`config.mk`:
```
export PLATFORM = sky130hd
export DESIGN_NAME = pong_frame_sequencer_flat
export DESIGN_NICKNAME = d
export VERILOG_FILES = /design/src/rtl/pong_frame_sequencer_if.sv /design/src/rtl/pong_frame_sequencer.sv /design/src/flat_wrapper.sv
export SDC_FILE = /design/constraint.sdc
export NUM_CORES = 1
export LEC_CHECK = 0
export BUFFER_PORTS_ARGS = -buffer_cell sky130_fd_sc_hd__buf_2
export CELL_PAD_IN_SITES_DETAIL_PLACEMENT = 1
export CELL_PAD_IN_SITES_GLOBAL_PLACEMENT = 2
export CORE_ASPECT_RATIO = 0.6
export CORE_UTILIZATION = 37
export DETAILED_ROUTE_END_ITERATION = 6
export GPL_TIMING_DRIVEN = 0
export PLACE_DENSITY_LB_ADDON = 0.1
export SYNTH_ARGS = -nofsm -noshare
export SYNTH_HDL_FRONTEND = slang
export SYNTH_SLANG_ARGS = --single-unit
```
`constraint.sdc`:
```
create_clock -name clock -period 2.7 [get_ports clock]
set_clock_uncertainty 0.1 [all_clocks]
set_input_delay 0.54 -clock clock [delete_from_list [all_inputs] [get_ports clock]]
set_output_delay 0.54 -clock clock [all_outputs]
set_load 0.02 [all_outputs]
```
`src/rtl/pong_frame_sequencer_if.sv`:
```
// Pixel-write bus between the frame sequencer (master) and the VGA adapter (slave).
interface pong_frame_sequencer_if;
  logic [7:0] vgaX;
  logic [6:0] vgaY;
  logic [2:0] colour;
  logic       plot;

  modport master (output vgaX, vgaY, colour, plot);
  modport slave  (input  vgaX, vgaY, colour, plot);
endinterface

```
`src/rtl/pong_frame_sequencer.sv`:
```
// pong_frame_sequencer: per-frame controller for the Pong display path.
// Each frame erases the ball neighbourhood, strobes the game logic, redraws
// the ball and (optionally) redraws the paddle column through the single
// pixel-write port of the VGA adapter.
// Optional feature macro: PONG_PADDLE_DRAW_EN (defined -> paddle column is
// redrawn each frame; undefined -> frame ends after the ball, paddleY unused).
module pong_frame_sequencer #(
  parameter logic [7:0] ERASE_X_HI   = 8'd129,
  parameter logic [7:0] ERASE_X_LO   = 8'd14,
  parameter logic [6:0] ERASE_HALF_H = 7'd5,
  parameter logic [7:0] BALL_SIZE    = 8'd3,
  parameter logic [7:0] PADDLE_X     = 8'd10,
  parameter logic [7:0] PADDLE_H     = 8'd20,
  parameter logic [2:0] BG_COLOUR    = 3'b000,
  parameter logic [2:0] FG_COLOUR    = 3'b111
) (
  input  logic                   clock,
  input  logic                   resetn,
  input  logic                   frame_tick,
  input  logic [7:0]             ballX,
  input  logic [6:0]             ballY,
  input  logic [6:0]             paddleY,
  pong_frame_sequencer_if.master vga,
  output logic                   update,
  output logic                   busy,
  output logic                   overrun
);

  typedef enum logic [2:0] {
    S_WAIT_TICK,
    S_ERASE,
    S_UPDATE,
    S_SETTLE,
    S_DRAW_BALL,
    S_DRAW_PADDLE
  } state_t;

  localparam logic [6:0] PADDLE_LAST_Y = 7'd119;

  state_t     r_state;
  logic       r_pending;
  logic [7:0] r_vgaX;
  logic [6:0] r_vgaY;
  logic [2:0] r_colour;
  logic       r_plot;
  logic       r_update;
  logic       r_busy;
  logic       r_overrun;

  // Snapshot of the game state, only sampled at the two frame snapshot points.
  logic [7:0] r_ballX_s;
  logic [6:0] r_ballY_s;

  // Scan counters: r_cx/r_cy walk the erase window and the paddle rows,
  // r_ox/r_oy are offsets inside the ball square (r_ox also picks paddle column).
  logic [7:0] r_cx;
  logic [6:0] r_cy;
  logic [7:0] r_ox;
  logic [6:0] r_oy;

  logic [6:0] w_erase_y0;
  logic [6:0] w_erase_last_y;
  logic [7:0] w_ball_x;
  logic [6:0] w_ball_y;
  logic       w_ball_row_end;
  logic       w_ball_last;

  // Row arithmetic wraps modulo 128, column arithmetic modulo 256.
  assign w_erase_y0     = ballY - ERASE_HALF_H;
  assign w_erase_last_y = r_ballY_s + ERASE_HALF_H;
  assign w_ball_x       = r_ballX_s + r_ox;
  assign w_ball_y       = r_ballY_s + r_oy;
  assign w_ball_row_end = (r_ox == BALL_SIZE - 8'd1);
  assign w_ball_last    = w_ball_row_end && (r_oy == 7'(BALL_SIZE - 8'd1));

`ifdef PONG_PADDLE_DRAW_EN
  logic [6:0] r_paddleY_s;
  logic [7:0] w_pad_lo;
  logic [7:0] w_pad_hi;
  logic [7:0] w_pad_row;
  logic       w_pad_fg;

  // 8-bit compare so paddleY + PADDLE_H may exceed 127 without wrapping.
  assign w_pad_lo  = {1'b0, r_paddleY_s};
  assign w_pad_hi  = w_pad_lo + PADDLE_H;
  assign w_pad_row = {1'b0, r_cy};
  assign w_pad_fg  = (w_pad_row >= w_pad_lo) && (w_pad_row < w_pad_hi);
`else
  logic w_unused_paddleY;
  assign w_unused_paddleY = ^paddleY;
`endif

  // Frame FSM: sequences the draw phases and registers every output.
  always_ff @(posedge clock) begin
    if (!resetn) begin
      r_state   <= S_WAIT_TICK;
      r_pending <= 1'b0;
      r_vgaX    <= 8'd0;
      r_vgaY    <= 7'd0;
      r_colour  <= 3'd0;
      r_plot    <= 1'b0;
      r_update  <= 1'b0;
      r_busy    <= 1'b0;
      r_overrun <= 1'b0;
    end else begin
      r_plot    <= 1'b0;
      r_update  <= 1'b0;
      r_overrun <= 1'b0;
      r_busy    <= (r_state != S_WAIT_TICK);

      // A tick arriving mid-frame is remembered once; a second one is dropped.
      if ((r_state != S_WAIT_TICK) && frame_tick) begin
        if (r_pending) r_overrun <= 1'b1;
        else           r_pending <= 1'b1;
      end

      case (r_state)
        S_WAIT_TICK: begin
          if (frame_tick || r_pending) begin
            // A fresh tick coinciding with a pending start cannot be queued.
            r_overrun <= frame_tick & r_pending;
            r_pending <= 1'b0;
            r_ballX_s <= ballX;
            r_ballY_s <= ballY;
`ifdef PONG_PADDLE_DRAW_EN
            r_paddleY_s <= paddleY;
`endif
            r_cx      <= ERASE_X_HI;
            r_cy      <= w_erase_y0;
            r_state   <= S_ERASE;
          end
        end

        S_ERASE: begin
          r_plot   <= 1'b1;
          r_vgaX   <= r_cx;
          r_vgaY   <= r_cy;
          r_colour <= BG_COLOUR;
          if (r_cx == ERASE_X_LO) begin
            r_cx <= ERASE_X_HI;
            r_cy <= r_cy + 7'd1;
            if (r_cy == w_erase_last_y) r_state <= S_UPDATE;
          end else begin
            r_cx <= r_cx - 8'd1;
          end
        end

        S_UPDATE: begin
          r_update <= 1'b1;
          r_state  <= S_SETTLE;
        end

        S_SETTLE: begin
          r_ballX_s <= ballX;
          r_ballY_s <= ballY;
`ifdef PONG_PADDLE_DRAW_EN
          r_paddleY_s <= paddleY;
`endif
          r_ox      <= 8'd0;
          r_oy      <= 7'd0;
          r_state   <= S_DRAW_BALL;
        end

        S_DRAW_BALL: begin
          r_plot   <= 1'b1;
          r_vgaX   <= w_ball_x;
          r_vgaY   <= w_ball_y;
          r_colour <= FG_COLOUR;
          if (w_ball_row_end) begin
            r_ox <= 8'd0;
            r_oy <= r_oy + 7'd1;
          end else begin
            r_ox <= r_ox + 8'd1;
          end
          if (w_ball_last) begin
`ifdef PONG_PADDLE_DRAW_EN
            r_ox    <= 8'd0;
            r_cy    <= 7'd0;
            r_state <= S_DRAW_PADDLE;
`else
            r_state <= S_WAIT_TICK;
`endif
          end
        end

`ifdef PONG_PADDLE_DRAW_EN
        S_DRAW_PADDLE: begin
          r_plot   <= 1'b1;
          r_vgaX   <= PADDLE_X + r_ox;
          r_vgaY   <= r_cy;
          r_colour <= w_pad_fg ? FG_COLOUR : BG_COLOUR;
          if (r_ox == 8'd1) begin
            r_ox <= 8'd0;
            r_cy <= r_cy + 7'd1;
            if (r_cy == PADDLE_LAST_Y) r_state <= S_WAIT_TICK;
          end else begin
            r_ox <= r_ox + 8'd1;
          end
        end
`endif

        default: r_state <= S_WAIT_TICK;
      endcase
    end
  end

  assign vga.vgaX   = r_vgaX;
  assign vga.vgaY   = r_vgaY;
  assign vga.colour = r_colour;
  assign vga.plot   = r_plot;
  assign update     = r_update;
  assign busy       = r_busy;
  assign overrun    = r_overrun;

endmodule
```
`src/flat_wrapper.sv`:
```
// flat-port wrapper written by rule: the top's interface ports become plain ports
module pong_frame_sequencer_flat 
#(
  parameter logic [7:0] ERASE_X_HI   = 8'd129,
  parameter logic [7:0] ERASE_X_LO   = 8'd14,
  parameter logic [6:0] ERASE_HALF_H = 7'd5,
  parameter logic [7:0] BALL_SIZE    = 8'd3,
  parameter logic [7:0] PADDLE_X     = 8'd10,
  parameter logic [7:0] PADDLE_H     = 8'd20,
  parameter logic [2:0] BG_COLOUR    = 3'b000,
  parameter logic [2:0] FG_COLOUR    = 3'b111
)
  (clock, resetn, frame_tick, ballX, ballY, paddleY, update, busy, overrun, vga_vgaX, vga_vgaY, vga_colour, vga_plot);
  pong_frame_sequencer_if vga_i ();
  input  logic clock;
  input  logic resetn;
  input  logic frame_tick;
  input  logic [7:0] ballX;
  input  logic [6:0] ballY;
  input  logic [6:0] paddleY;
  output logic update;
  output logic busy;
  output logic overrun;
  output wire logic [$bits(vga_i.vgaX)-1:0] vga_vgaX;
  output wire logic [$bits(vga_i.vgaY)-1:0] vga_vgaY;
  output wire logic [$bits(vga_i.colour)-1:0] vga_colour;
  output wire logic [$bits(vga_i.plot)-1:0] vga_plot;
  assign vga_vgaX = vga_i.vgaX;
  assign vga_vgaY = vga_i.vgaY;
  assign vga_colour = vga_i.colour;
  assign vga_plot = vga_i.plot;
  pong_frame_sequencer #(.ERASE_X_HI(ERASE_X_HI), .ERASE_X_LO(ERASE_X_LO), .ERASE_HALF_H(ERASE_HALF_H), .BALL_SIZE(BALL_SIZE), .PADDLE_X(PADDLE_X), .PADDLE_H(PADDLE_H), .BG_COLOUR(BG_COLOUR), .FG_COLOUR(FG_COLOUR)) u_core (.clock(clock), .resetn(resetn), .frame_tick(frame_tick), .ballX(ballX), .ballY(ballY), .paddleY(paddleY), .vga(vga_i), .update(update), .busy(busy), .overrun(overrun));
endmodule
```
# Word-level counts from Yosys, hierarchy flattened
# Cells that the tools add are included.
totals:
  elab_cells: 84
  rom_bits: 0
  memories: 0
  reg_bits: 71
  ramBits: 0
  input_bits: 25
  latch_bits: 0
  out_inout_bits: 22
classes:
  muxes: 31
  n_reduce_logical: 16
  n_addsub: 8
  shifts: 0
  div_mod_pow: 0
  n_lt_le_gt_ge: 0
  n_mul: 0
  n_eq_ne: 13
  n_bitwise: 1
op_table:
  columns: ["cell", "count"]
  rows:
  - ["8-bit case mux with 2 select lines", 4]
  - ["7-bit case mux with 2 select lines", 4]
  - ["8-bit two-way mux", 4]
  - ["7-bit two-way mux", 4]
  - ["3-bit case mux with 5 select lines", 1]
  - ["7-bit by 1-bit adder with 7-bit output (second input constant)", 2]
  - ["3-bit two-way mux", 4]
  - ["2-bit by 1-bit != test with 1-bit output (second input constant)", 5]
  - ["1-bit two-way mux", 9]
  - ["3-bit AND reduction", 3]
  - ["8-bit by 1-bit adder with 8-bit output (second input constant)", 1]
  - ["8-bit adder", 1]
  - ["8-bit by 2-bit == test with 1-bit output (second input constant)", 1]
  - ["8-bit by 4-bit == test with 1-bit output (second input constant)", 1]
  - ["4-bit AND reduction", 2]
  - ["2-bit nonzero test", 4]
  - ["8-bit by 1-bit subtractor with 8-bit output (second input constant)", 1]
  - ["7-bit by 3-bit adder with 7-bit output (second input constant)", 1]
  - ["7-bit adder", 1]
  - ["7-bit by 2-bit == test with 1-bit output (second input constant)", 1]
  - ["7-bit == test", 1]
  - ["7-bit by 3-bit subtractor with 7-bit output (second input constant)", 1]
  - ["3-bit by 2-bit == test with 1-bit output (second input constant)", 2]
  - ["3-bit case mux with 2 select lines", 1]
  - ["other kinds (9)", 10]

# Depth between registers and ports, before layout
# Gate-level depths: netlist of run 1.
depth:
  depth_word: 5
  mapped_depth: 8
  ltp_nobuf: 8

# Worst setup path after synthesis of run 1
# Ideal clock, no wire load.
synth_path:
  path_kind: "register to register"
  startpoint: "register u_core.r_state[1]"
  endpoint: "register u_core.r_oy[0], enable pin"
  path_buffers: 2
  t_required_ns: 2.218
  arrival_time_ns: 2.021
  setup_ns: 0.382
  path_stages_with_launch: 7
  slack_ns: 0.197
  synth_period_minus_slack_ns: 2.503
  path_cell_list: "dfxtp_1 > buf_2 > nor2_1 > nand2_1 > buf_2 > a21oi_1 > a21boi_0"
synth_between:
  elab_chain_len: 3
  word_cells_on_any_way: 5
  cone_classes: "eq/ne: 3; reduce/logical: 2"
synth_lines:
  columns: ["item", "line_no", "rtl"]
  rows:
  - ["start, declared", "pong_frame_sequencer.sv:40", "state_t r_state;"]
  - ["start signal, assigned", "pong_frame_sequencer.sv:96", "r_state <= S_WAIT_TICK;"]
  - ["start signal, assigned", "pong_frame_sequencer.sv:130", "r_state <= S_ERASE;"]
  - ["start signal, assigned", "pong_frame_sequencer.sv:142", "if (r_cy == w_erase_last_y) r_state <= S_UPDATE;"]
  - ["3-bit == test or 3-bit by 2-bit == test with 1-bit output (tied branches)", "pong_frame_sequencer.sv:117", "case (r_state)"]
  - ["2-bit by 1-bit != test with 1-bit output (no source line) or 2-bit nonzero test (tied branches)", null, null]
  - ["3-bit AND reduction (no source line) (*)", null, null]
  - ["end signal, assigned", "pong_frame_sequencer.sv:171", "r_oy <= r_oy + 7'd1;"]
  - ["end, declared", "pong_frame_sequencer.sv:59", "logic [6:0] r_oy;"]
# Mark *: on every way between the ends. The rest lies on a longest branch, timed or not.
# A chain may end at the register's enable or synchronous reset.

# Worst setup path after layout of run 1
layout_path:
  startpoint: "register u_core.r_state[1]"
  endpoint: "register u_core.r_oy[1], enable pin"
# The elaborated chain is that of the path after synthesis.

==> results.yml, run 1 <==
critical_path:
  cp.arrival_ns: 2.43
  cp_max_fo: 10
  crit_buf_inv: 2
  worstSetupEndpointType: "flip-flop"
  path_delay_family: "compound AO/OA/AOI/OAI gates"
  crit_required_ns: 2.60
  startpoint_type: "flip-flop"
  cp_slowest_stage_delay_ns: 0.54
  path_class: "flip-flop to flip-flop"
  critPathSlowestCell: "a21oi_2"
  cp_common_cell: "buf_2"
  critical_path.cell_chain: "buf_2 -> nor2_1 -> nand2_1 -> buf_2 -> a21oi_2 -> a21boi_4"
detailed_routing:
  vias: 3009
  routed_wl_mm: 10.66
  drt-initial-drc-count: 104
  remaining_drc_errors: 0
  ant_nets: 0
  firstDrtPassIters: 4
  viasPerCell: 5.206
  routedWlPerCell_um: 18.44
floorplan:
  core-area_mm2: 0.01005
  die_area_mm2: 0.01095
  row_count: 28
  initial_core_util_pct: 38.73
  die_w_um: 134.4
  io_pins: 47
  die_h_um: 81.46
pwr:
  peakVddDrop_mv: 0.3133
  power_mw: 2.738
  power_density_mw_per_mm2: 598.8
  leakagePower_nw: 1.783
global_route:
  grt_pass1_wl_mm: 16.91
  first_global_vias: 3076
  antenna_found_initial: 0
  grt_usage_pct: 20.94
  overflow: 0
  grt_max_degree: 12
placed_design:
  hpwl_mm: 8.060
  io_buffer_count: 39
  gp_congestion: 0.7923
clock_network:
  clockRootBuffer: "clkbuf_16"
  numCtsBuffers: 9
  h-tree-depth: 3
  path_clk_slew_ns: 0.06
  clock_latency_ns: 0.34
  cts_tree: "built"
  clockBufferDepth: 2
  clock-sinks: 69
  cts_hold_buffers: 0
synthesis:
  ys_dominant_reg_cell: "edfxtp_1"
  synth.top_cell.area_share_pct: 34.70
  ys_async_sr_fraction_pct: 0
  synth_top_area_cell: "edfxtp_1"
  ys_top_cells_by_area: "edfxtp_1 35%, dfxtp_1 12%, ha_1 7.1%"
  ys_seq_elements: 69
  syn_inst: 387
  synth_area_mm2: 0.003894
  yosysWarnings: 0
  syn_avg_cell_area_um2: 10.06
  synth-edff-count: 45
  synth.distinct_cells: 57
  synth_seq_area_share_pct: 47.04
  synth.net_count: 436
cells_and_area:
  multi_input_comb_area_mm2: 0.001917
  drive_above_1_share_pct: 17.83
  diodes: 0
  seqCellArea_mm2: 0.001832
  utilization_pct: 45.47
  fill_cells: 1129
  area_delta_synth_final_pct: 17.42
  nets: 487
timing:
  drv_slew: 0
  timing.final.crit_period_ns: 2.528
  slew_headroom_pct: 17.13
  hold_viol: 0
  worst_pin_slew_ns: 1.234
  fin_crit_sh_pct: 93.62
  clock.fmax_mhz: 395.6
  rsz0062_at_grt: "no"
  setup-violations-final: 0
status:
  status: "finished clean"
worst_hold_path:
  hold_path_class: "input port to flip-flop"
run:
  cap_violations: 0
-- flip-flops by register name (all words and copies together) (netlist names) --
register	flops
u_core.busy	1
u_core.overrun	1
u_core.r_ballX_s	8
u_core.r_ballY_s	7
u_core.r_cx	8
u_core.r_cy	7
u_core.r_ox	8
u_core.r_oy	7
u_core.r_pending	1
u_core.r_state	3
u_core.update	1
u_core.vga.colour	1
u_core.vga.plot	1
u_core.vga.vgaX	8
u_core.vga.vgaY	7
-- worst paths after layout --
path,from,to,slack [ns],cells past startpoint
max reg2reg,u_core.r_state[1],u_core.r_oy[1],0.17,6
min,ballX[3],u_core.r_ballX_s[3],0.28,1
min reg2reg,u_core.vga.vgaY[0],u_core.vga.vgaY[0],0.38,2
max,u_core.r_state[1],u_core.r_oy[1],0.17,6
-- per-stage QoR --
stage | cells | instance area [µm²] | hold slack [ns] | setup slack (ns) | TNS, ns
after floorplan | 387 | 3894 | 0.3952 | 0.1971 | 0
after global placement | 561 | 4258 | 0.3700 | -0.7182 | -5.025
after detailed placement | 562 | 4273 | 0.3749 | -0.8290 | -5.856
after CTS | 578 | 4564 | 0.2668 | 0.04446 | 0
after global routing | 578 | 4572 | 0.2647 | 0.02359 | 0
final | 578 | 4572 | 0.2769 | 0.1721 | 0
-- kinds of logic (layout without fill, tap and decap cells) --
group / after synthesis / count (layout) / share of synthesized area (%)
multiplexers: 5 / 5 / 1.318
flip-flops: 69 / 69 / 47.04
XOR/XNOR: 43 / 43 / 9.672
AO/OA/AOI/OAI: 71 / 71 / 12.08
AND/OR/NAND/NOR: 142 / 142 / 17.58
adder cells (fa/ha/maj): 24 / 24 / 8.098
buffers and inverters: 33 / 89 / 4.209
-- layout by cell type (no fill, tap or decap), types with 3 or more instances in the layout --
| master | count |
|---|---|
| a21oi_1 | 21 |
| a21oi_2 | 3 |
| a311oi_1 | 4 |
| and2_1 | 3 |
| and3_1 | 8 |
| buf_2 | 48 |
| buf_4 | 3 |
| buf_6 | 3 |
| clkbuf_1 | 5 |
| clkbuf_16 | 9 |
| dfxtp_1 | 24 |
| edfxtp_1 | 45 |
| ha_1 | 22 |
| inv_1 | 15 |
| mux2i_1 | 4 |
| nand2_1 | 35 |
| nand3_1 | 16 |
| nor2_1 | 41 |
| nor2b_1 | 5 |
| nor3_1 | 17 |
| nor4_1 | 3 |
| o21a_1 | 5 |
| o21ai_0 | 13 |
| or3_1 | 3 |
| xnor2_1 | 27 |
| xor2_1 | 16 |
-- report_power, final --
group | switching [mW] | leakage (nW) | total, mW | internal, mW
clock | 0.452 | 0.137 | 1.16 | 0.709
sequential | 0.0493 | 0.615 | 1.23 | 1.18
combinational | 0.202 | 1.03 | 0.343 | 0.141
-- final cells by class --
cell class | count | share of cell area, %
buffer | 17 | 2.217
clock buffer | 11 | 5.090
clock inverter | 5 | 1.122
inverter | 16 | 1.368
multi-input combinational | 285 | 41.93
sequential | 69 | 40.07
tap | 135 | 3.695
timing repair buffer | 40 | 4.516
-- routing by layer --
layer  GRT usage, %  share of wire (%)  up-vias
li1               -                  -     1481
met1          30.53                 54     1475
met2          31.40                 42       43
met3          4.506                2.8       10
met4          5.393               0.98        0
met5              0                  0        -
-- synthesized netlist by cell type (all sizes together) (5+ instances only) --
library cell and instances:
nand2 35, edfxtp 45, a21oi 24, xor2 16, nor2 41, nor3 17, ha 22, xnor2 27
buf 14, dfxtp 24, inv 16, o21ai 14, nand3 16, and3 8, o21a 5, nor2b 5
-- what timing repair did --
item | in CTS | in global routing
buffers inserted | 0 | 0
resized for setup | 3 | 1
cloned | 0 | 0
setup endpoints to repair | 7 | 7
(Power assumes the default switching activity.)
==> run 2, diff against run 1 <==
Settings changed: BUFFER_PORTS_ARGS -buffer_cell sky130_fd_sc_hd__buf_2 to default, CORE_UTILIZATION 37 to 41, DONT_BUFFER_PORTS from default to 1.
==> results.yml, run 2 (synthesis gave the netlist of run 1 again) <==
global_route:
  overflow: 0
  grt_usage_pct: 22.40
  antenna_found_initial: 0
  global_route.usage.met3_pct: 6.483
  grt_most_used_layer: "met2"
  grt_pass1_wl_mm: 16.48
  first_global_vias: 3014
  gr-usage-met1_pct: 31.95
  grt_max_degree: 14
  use_met2_pct: 32.55
critical_path:
  cp.arrival_ns: 2.37
  crit_buf_inv: 2
  crit_required_ns: 2.61
  reg2reg_depth: 6
  r2r_start: "u_core.r_state[1]"
  cp_max_fo: 10
  cp_slowest_stage_delay_ns: 0.50
  startpoint_type: "flip-flop"
  worstSetupEndpointType: "flip-flop"
  r2r_end: "u_core.r_oy[1]"
  r2r_slack_ns: 0.24
  critical_path.cell_chain: "buf_2 -> nor2_1 -> nand2_1 -> buf_2 -> a21oi_2 -> a21boi_4"
  cp_common_cell: "buf_2"
  critPathSlowestCell: "a21oi_2"
  path_class: "flip-flop to flip-flop"
  path_delay_family: "compound AO/OA/AOI/OAI gates"
timing:
  worst_pin_slew_ns: 0.6848
  finalSetupTns_ns: 0
  rsz0062_at_grt: "no"
  drv_slew: 0
  timing.final.crit_period_ns: 2.459
  setup-violations-final: 0
  slew_headroom_pct: 54.10
  clock.fmax_mhz: 406.7
  hold_viol: 0
  fin_crit_sh_pct: 91.07
  hold-worst-slack_ns: 0.1896
cells_and_area:
  area_delta_synth_final_pct: 12.18
  diodes: 0
  drive_above_1_share_pct: 10.89
  final_cell_mix: "45 x edfxtp_1, 41 x nor2_1, 35 x nand2_1"
  finalNonFillerCells: 534
  layout_commonest_cell: "edfxtp_1"
  fill_cells: 1048
  utilization_pct: 47.54
  nets: 448
floorplan:
  die_area_mm2: 0.009903
  row_count: 27
  die_w_um: 127.8
  core-area_mm2: 0.009189
  io_pins: 47
  initial_core_util_pct: 42.37
  die_h_um: 77.49
pwr:
  peakVddDrop_mv: 0.3219
  power_density_mw_per_mm2: 605.1
  leakagePower_nw: 1.596
clock_network:
  cts_hold_buffers: 0
  cts_resized: 3
  clockBufferDepth: 2
  clock_latency_ns: 0.34
  h-tree-depth: 3
  clockRootBuffer: "clkbuf_16"
  cts_tree: "built"
  cts_setup_buffers: 0
  path_clk_slew_ns: 0.06
  numCtsBuffers: 9
  clock-sinks: 69
detailed_routing:
  routed_wl_mm: 10.14
  firstDrtPassIters: 4
  routedWlPerCell_um: 18.99
  drt-initial-drc-count: 177
  remaining_drc_errors: 0
  viasPerCell: 5.373
  ant_nets: 0
  vias: 2869
status:
  status: "finished clean"
worst_hold_path:
  hold_depth: 0
  hold_end: "u_core.r_ballY_s[2]"
  hold_path_class: "input port to flip-flop"
  worstHoldStart: "ballY[2]"
placed_design:
  io_buffer_count: 0
  dp_cells: 518
  gp_congestion: 0.7570
  hpwl_mm: 7.680
run:
  cap_violations: 0
## run 2: worst max-delay path by stage
stage          cells after the start               from             end
6_report                           6  u_core.r_state[1]  u_core.r_oy[1]
5_1_grt                            6  u_core.r_state[1]  u_core.r_oy[1]
4_1_cts                            6  u_core.r_state[1]  u_core.r_oy[1]
3_5_place_dp                       6  u_core.r_state[1]  u_core.r_oy[1]
3_3_place_gp                       6  u_core.r_state[1]  u_core.r_oy[1]
2_1_floorplan                      6  u_core.r_state[1]  u_core.r_oy[0]
## run 2: where the power goes
group	internal [mW]	switching, mW	leakage (nW)
clock	0.624	0.477	0.132
combinational	0.121	0.161	0.849
sequential	1.18	0.0763	0.615
total	1.93	0.714	1.60
## run 2: cell type report
| cell class | instances | area (µm²) | share of cell area, % |
|---|---|---|---|
| clock buffer | 9 | 225.2 | 5.156 |
| inverter | 16 | 62.56 | 1.432 |
| timing repair buffer | 1 | 11.26 | 0.2578 |
| tap | 130 | 162.7 | 3.724 |
| multi-input combinational | 285 | 1922 | 44.00 |
| clock inverter | 7 | 51.30 | 1.174 |
| sequential | 69 | 1832 | 41.94 |
| buffer | 17 | 101.3 | 2.320 |
## run 2: metal layers
layer / share of wire [%] / wire [µm]
met1: 52 / 5230
met5: 0 / 0
met2: 43 / 4317
met4: 1.1 / 115
met3: 4.7 / 475
## run 2: stage by stage
step                power, mW  area (µm²)  worst slack [ns]
global route            2.762        4368           0.03375
finish                  2.643        4368            0.2410
global placement        1.552        4056           -0.7365
detailed placement      1.564        4071           -0.8488
floorplan               1.478        3894            0.1971
CTS                     2.674        4355           0.05146
